**config.mk**
```make
export PLATFORM = sky130hd
export DESIGN_NAME = uart_recv
export DESIGN_NICKNAME = d
export VERILOG_FILES = /design/src/rtl/uart_recv.sv
export SDC_FILE = /design/constraint.sdc
export NUM_CORES = 1
export LEC_CHECK = 0
export CAP_MARGIN = 20
export CORE_UTILIZATION = 40
export DETAILED_ROUTE_END_ITERATION = 16
export PLACE_DENSITY = 0.7
export RECOVER_POWER = 100
export SLEW_MARGIN = 10
export SYNTH_ARGS = -nofsm -noshare
export SYNTH_HDL_FRONTEND = slang
export SYNTH_SLANG_ARGS = --single-unit
```
**constraint.sdc**
```tcl
create_clock -name sys_clk -period 1.5 [get_ports sys_clk]
set_input_delay 0.375 -clock sys_clk [delete_from_list [all_inputs] [get_ports sys_clk]]
set_output_delay 0.375 -clock sys_clk [all_outputs]
set_load 0.1 [all_outputs]
```
**src/rtl/uart_recv.sv**
```systemverilog
// -----------------------------------------------------------------------------
// uart_recv -- 8N1 UART receiver, 16x oversampled, majority-voted bits.
//
// The serial line is synchronised, a falling edge in IDLE starts a frame, and
// every bit cell (start, 8 data, stop) is decided by a 2-of-3 vote of the
// samples taken at sample counts 7, 8 and 9 of that cell. A good stop bit
// loads the received byte and pulses out_flag; a low stop bit pulses
// frame_err and keeps the previous byte.
//
// Parameters
//   SYNC_STAGES : number of rxd synchronizer flops (2..3)
//
// Ports
//   sys_clk   in   system clock, 16x baud rate (one clock = one sample)
//   rst       in   asynchronous active-low reset
//   rxd       in   asynchronous serial line, idle high, LSB first
//   out_dat   out  last correctly framed byte, held until the next good frame
//   out_flag  out  one-cycle pulse: out_dat newly valid
//   frame_err out  one-cycle pulse: stop bit sampled low
//   busy      out  high whenever the receiver is not idle
// -----------------------------------------------------------------------------
module uart_recv #(
  parameter int SYNC_STAGES = 2
) (
  input  logic       sys_clk,
  input  logic       rst,
  input  logic       rxd,
  output logic [7:0] out_dat,
  output logic       out_flag,
  output logic       frame_err,
  output logic       busy
);

  typedef enum logic [1:0] {
    IDLE  = 2'd0,
    START = 2'd1,
    DATA  = 2'd2,
    STOP  = 2'd3
  } state_t;

  // 2-of-3 majority of the three mid-cell samples.
  function automatic logic maj3(input logic a, input logic b, input logic c);
    return (a & b) | (a & c) | (b & c);
  endfunction

  logic [SYNC_STAGES-1:0] sync_q, sync_d;
  logic                   rx_s;
  logic                   rx_prev_q, rx_prev_d;
  state_t                 state_q, state_d;
  logic [3:0]             cnt_q, cnt_d;
  logic [2:0]             bit_idx_q, bit_idx_d;
  logic [1:0]             vote_q, vote_d;
  logic [7:0]             shift_q, shift_d;
  logic [7:0]             out_dat_q, out_dat_d;
  logic                   out_flag_q, out_flag_d;
  logic                   frame_err_q, frame_err_d;
  logic                   sample_bit;

  assign rx_s = sync_q[SYNC_STAGES-1];

  // Synchronizer shift chain and previous-sample tracker for edge detection.
  always_comb begin
    sync_d    = {sync_q[SYNC_STAGES-2:0], rxd};
    rx_prev_d = rx_s;
  end

  // Receiver FSM: next state, sample counter, bit index, voting and outputs.
  always_comb begin
    state_d     = state_q;
    cnt_d       = cnt_q + 4'd1;   // wraps 15 -> 0 straight into the next cell
    bit_idx_d   = bit_idx_q;
    vote_d      = vote_q;
    shift_d     = shift_q;
    out_dat_d   = out_dat_q;
    out_flag_d  = 1'b0;
    frame_err_d = 1'b0;
    // vote_q holds the count-7 and count-8 samples; rx_s is the count-9 one.
    sample_bit  = maj3(vote_q[1], vote_q[0], rx_s);

    case (cnt_q)
      4'd7:    vote_d = {rx_s, vote_q[0]};
      4'd8:    vote_d = {vote_q[1], rx_s};
      default: vote_d = vote_q;
    endcase

    case (state_q)
      IDLE: begin
        cnt_d     = 4'd0;
        bit_idx_d = 3'd0;
        // Requires a high sample before the low one, so a line stuck low
        // (e.g. after a framing error) never restarts a frame.
        if (rx_prev_q && !rx_s) begin
          state_d = START;
        end else begin
          state_d = IDLE;
        end
      end

      START: begin
        if ((cnt_q == 4'd9) && sample_bit) begin
          // Start bit voted high: a glitch, drop it silently.
          state_d = IDLE;
          cnt_d   = 4'd0;
        end else if (cnt_q == 4'd15) begin
          state_d   = DATA;
          bit_idx_d = 3'd0;
        end else begin
          state_d = START;
        end
      end

      DATA: begin
        if (cnt_q == 4'd9) begin
          shift_d = {sample_bit, shift_q[7:1]};
        end else begin
          shift_d = shift_q;
        end
        if (cnt_q == 4'd15) begin
          bit_idx_d = bit_idx_q + 3'd1;
          if (bit_idx_q == 3'd7) begin
            state_d = STOP;
          end else begin
            state_d = DATA;
          end
        end else begin
          state_d = DATA;
        end
      end

      STOP: begin
        // Decide at count 9 and go idle immediately, leaving the second half
        // of the stop cell free for the next start edge to be seen.
        if (cnt_q == 4'd9) begin
          state_d = IDLE;
          cnt_d   = 4'd0;
          if (sample_bit) begin
            out_dat_d  = shift_q;
            out_flag_d = 1'b1;
          end else begin
            frame_err_d = 1'b1;
          end
        end else begin
          state_d = STOP;
        end
      end

      default: begin
        state_d = IDLE;
        cnt_d   = 4'd0;
      end
    endcase
  end

  // State and datapath registers with asynchronous active-low reset.
  always_ff @(posedge sys_clk or negedge rst) begin
    if (!rst) begin
      sync_q      <= {SYNC_STAGES{1'b1}};
      rx_prev_q   <= 1'b1;
      state_q     <= IDLE;
      cnt_q       <= 4'd0;
      bit_idx_q   <= 3'd0;
      vote_q      <= 2'b00;
      shift_q     <= 8'h00;
      out_dat_q   <= 8'h00;
      out_flag_q  <= 1'b0;
      frame_err_q <= 1'b0;
    end else begin
      sync_q      <= sync_d;
      rx_prev_q   <= rx_prev_d;
      state_q     <= state_d;
      cnt_q       <= cnt_d;
      bit_idx_q   <= bit_idx_d;
      vote_q      <= vote_d;
      shift_q     <= shift_d;
      out_dat_q   <= out_dat_d;
      out_flag_q  <= out_flag_d;
      frame_err_q <= frame_err_d;
    end
  end

  assign out_dat   = out_dat_q;
  assign out_flag  = out_flag_q;
  assign frame_err = frame_err_q;
  assign busy      = (state_q != IDLE);

endmodule

```
---- Yosys cells after proc, flatten, opt, wreduce, memory -nomap -nowiden ----
Index checks and enable logic that the tools add are counted.
storage, ports and cells
  bits in registers ....................... 32
  input bits .............................. 3
operators by class
  add/sub/neg operators ................... 2
  equality and inequality tests ........... 11
  muxes and demuxes ....................... 21
  bitwise operators ....................... 7
  reduce and logical (&&, ||, !) cells .... 11
operators with widths
  cell                                                  number
  equality test 4 bit (second input constant)           3
  one-hot mux 4 bit (3 select lines)                    1
  2-to-1 mux 3 bit                                      3
  one-hot mux 3 bit (3 select lines)                    1
  2-to-1 mux 1 bit                                      8
  2-to-1 mux 2 bit                                      4
  2-to-1 mux 4 bit                                      2
  one-hot mux 2 bit (4 select lines)                    1
  inequality test 2 bit (second input constant)         3
  AND reduction 2 bit                                   3
  adder 4 x 1 -> 4 bit (second input constant)          1
  equality test 2 bit (second input constant)           2
  equality test 4 x 3 -> 1 bit (second input constant)  1
  one-hot mux 2 bit (2 select lines)                    1
  AND reduction 4 bit                                   1
  adder 3 x 1 -> 3 bit (second input constant)          1
  bitwise AND 1 bit                                     3
  equality test 3 bit (second input constant)           1
  AND reduction 3 bit                                   1
  nonzero test 3 bit                                    1
  equality test 2 x 1 -> 1 bit (second input constant)  1
  logical AND 1 bit                                     2
  zero test 2 bit                                       1
  inverter 1 bit                                        2
  other kinds (3)                                       4

---- Logic depth before layout (Yosys ltp) ----
  depth in word-level cells ............... 6
  gate-level depth with buffers ........... 6
  depth with buffers taken out ............ 5

---- Worst setup path after synthesis ----
OpenSTA, ideal clock, no wires.
  path type ............................... register -> register
  start point ............................. reg cnt_q[1]
  end point ............................... reg shift_q[0]
  library setup time ...................... 125 ps
  data arrival time ....................... 1401 ps
  required time ........................... 1375 ps
  path slack .............................. -26 ps
  cell stages (with the launch flop) ...... 7
  buffers on the path ..................... 1
  clock period less this slack ............ 1526 ps
  cell sequence ........................... dfrtp_1 inv_1 ha_1 and4b_4 and2_4 buf_6 mux2_4
on the way
  longest elaborated chain between the ends .. 2
RTL lines
  element                        RTL line  source
  start: declaration             50        logic [3:0] cnt_q, cnt_d;
  start signal: assignment       171       cnt_q <= cnt_d;
  equality test 4 bit            113       if (cnt_q == 4'd9) begin
  AND reduction 2 bit (no line)  --
  end signal: assignment         174       shift_q <= shift_d;
  end: declaration               53        logic [7:0] shift_q, shift_d;
Every way passes these cells.
A chain may end at the register's enable or synchronous reset.

---- Final worst setup path ----
  start point ............................. reg cnt_q[1]
  end point ............................... reg shift_q[6]
The elaborated chain is that of the path after synthesis.

==> summary.txt <==
Via count: 806
Fin crit share: 1.05
Post-Synthesis Mean Instance Area: 14.6 sq um
Met1 global-route usage: 0.202
Gr busiest metal: met2
Arr. time, crit path: 1.77 ns
Gr usage total: 0.157
Worst setup margin: -0.0726 ns
Ant diodes: 0
Layout cell share with drive strength beyond 1: 0.524
Critical path capture point type: register
Routed vias/inst: 4.74
GRT met3 Usage: 0.0384
Final hold violations: 0
Number of nets in the layout: 133
Total Wirelength: 2330 microns
Total CTS buffers: 5
Worst endpoint required time: 1.70 ns
Crit path max-delay family: simple AND/OR/NAND/NOR gates
Placement Cell Area: 0.00173 sq mm
Type of the worst min-delay path: register to register
Met2 usage: 0.235
Peak supply drop: 823 uV
Drt wl/cell: 13.7 microns
Initial antenna violation count: 0
CTS tree: yes
Core Util, Final: 0.544
Pleak: 0.841 nW
Clk root buf: clkbuf_4
Pin slew with the least headroom to its limit: 0.762 ns
RSZ-0062 raised after global routing: yes
Core area: 0.00315 sq mm
Die ar.: 0.00367 sq mm
First-pass GRT wire length: 3970 microns
PD cells: 1420 mW/mm^2
Yosys reg bits: 32
Die Wd: 60.6 microns
CP Cell Sequence: inv_2, ha_4, and4b_4, and2_4, mux2_4
Worst-path clk slew: 0.09 ns
Synth Net Count: 102
Yosys cell types: 29
Setup violators final: 9
H-tree Lvls: 2
DRC violations left: 0
Largest stage delay on the critical path: 0.42 ns
HPWL Detailed: 1610 microns
CP Max Fanout: 8
Cell area after layout: 0.00172 sq mm
CP startpoint kind: register
Area of the multi-input gates: 568 sq um
Row Count: 20
Critical path class: register to register
MaxCap Viol Count: 0
Fin. max-slew vios: 0
P&R area growth vs syn: 25.1%
Status: finished with violations
Clock Skew: 0.00959 ns
CP max stage cell: dfrtp_1
Pre-antenna DRT Iters: 3
Dpl ws: -0.0894 ns
Fillcell total: 285
Clk Latency, worst-skew pair: 0.32 ns
Synthesized area: 0.00137 sq mm
Storage cell area: 808 sq um
Initial core utilization: 0.435
Die H: 60.6 microns
DRT antenna net count: 0
GPL Wtd Cong: 0.817
CTS sink cnt: 32
Seq/Total Area, Yosys: 0.587
WP buf/inv: 1
Pin count of the biggest net entering global routing: 33
Failing checks: negative setup slack
Period minus WS final: 1.57 ns
# IOs: 14
Drt initial violations: 8
Number of global-route vias before repair: 872
# port buffers: 13
Yosys warns: 0
Worst hold slack: 0.365 ns
Remaining Overflow, GRT: 0
Slew headroom: 0.492
Post-Syn Instances: 94
Max Clk Rate: 0.636 GHz
Clock Path Buffers: 2
-- stage by stage --
step	TNS, ns	instances	total power, mW
2_1_floorplan	-0.161	94	1.55
3_3_place_gp	-0.389	158	1.81
3_5_place_dp	-1.05	158	1.84
4_1_cts	-0.508	169	2.45
5_1_grt	-0.947	170	2.61
6_report	-0.538	170	2.44
-- worst register-to-register path, delay by kind of cell (launching register included) --
family	cells	cell delay [ns]
flip-flops	1	0.42
adder cells (fa/ha/maj)	1	0.12
multiplexers	1	0.32
buffers and inverters	1	0.09
AND/OR/NAND/NOR	2	0.51
-- layout by cell type (no fill, tap or decap), types with 2 or more instances in the layout --
cell,synthesis,layout
dfrtp_1,29,26
clkbuf_4,0,14
buf_4,0,13
mux2_2,11,11
mux2_4,8,8
nor2_1,6,6
nand2_1,3,3
inv_1,4,3
ha_1,5,3
dfrtp_2,0,3
nand2b_1,2,2
maj3_2,0,2
a22o_1,2,2
clkbuf_1,0,2
dlygate4sd3_1,0,2
dfstp_2,3,2
-- where the power goes --
part / total [mW] / internal (mW) / switching, mW
Sequential: 1.08 / 0.987 / 0.0981
Clock: 0.488 / 0.231 / 0.257
Combinational: 0.864 / 0.426 / 0.438
Total: 2.44 / 1.64 / 0.793
-- flip-flops by register name, indices dropped and copies added (netlist names) --
signal / flops
frame_err: 1
out_flag: 1
out_dat: 8
rx_prev_q: 1
bit_idx_q: 3
state_q: 2
cnt_q: 4
sync_q: 2
vote_q: 2
shift_q: 8
-- metal layers --
| metal | routed length (microns) | part of all wire |
|---|---|---|
| met2 | 1100 | 0.47 |
| met3 | 68 | 0.029 |
| met4 | 53 | 0.023 |
| met1 | 1100 | 0.47 |
| met5 | 0 | 0 |
-- repair_timing --
action,CTS,global route
hold buffers,0,0
pin swaps,2,1
setup endpoints to repair,18,22
setup buffers,3,1
gates resized for setup,10,2
-- synthesized netlist by cell type --
library cell,count,share of area
nor3b_1,1,0.0055
nor2_1,6,0.016
nor2b_1,1,0.0046
nand2b_1,2,0.0091
and4b_4,1,0.010
and2_4,1,0.0064
ha_1,5,0.046
or2_2,1,0.0046
dfstp_2,3,0.057
nand2_1,3,0.0082
and4b_1,1,0.0073
o2bb2ai_1,1,0.0064
nand3b_1,1,0.0055
buf_6,1,0.0082
mux2_2,11,0.090
a22o_1,2,0.013
xor2_1,1,0.0064
nand3_2,1,0.0073
nand3_1,2,0.0073
xnor2_1,1,0.0064
mux2_4,8,0.088
a211oi_1,1,0.0055
a221o_1,1,0.0073
dfrtp_1,29,0.53
and3b_2,1,0.0073
maj3_1,2,0.015
buf_2,1,0.0036
o221a_2,1,0.0082
inv_1,4,0.011
-- kinds of logic after synthesis --
logic type,synth area share
AO/OA/AOI/OAI,0.0402
XOR/XNOR,0.0128
adder cells (fa/ha/maj),0.0602
buffers and inverters,0.0228
flip-flops,0.587
multiplexers,0.178
AND/OR/NAND/NOR,0.0995
-- final timing paths --
path	from	endpoint	slack [ns]	cells after the start
setup reg to reg	cnt_q[1]	shift_q[6]	-0.07	5
max in group asynchronous	rst	cnt_q[0]	0.30	2
min in group asynchronous	rst	bit_idx_q[2]	0.66	2
hold / removal	sync_q[0]	sync_q[1]	0.36	0
setup / recovery	cnt_q[1]	shift_q[6]	-0.07	5
hold reg to reg	sync_q[0]	sync_q[1]	0.36	0
-- cell type report --
type | instances | area share
repair buffers | 26 | 0.123
well taps | 44 | 0.0321
clock buffers | 8 | 0.0343
inverters | 4 | 0.00875
multi-input cells | 56 | 0.331
flip-flops and latches | 32 | 0.471
Note: power is estimated with default switching activity, not from simulation.
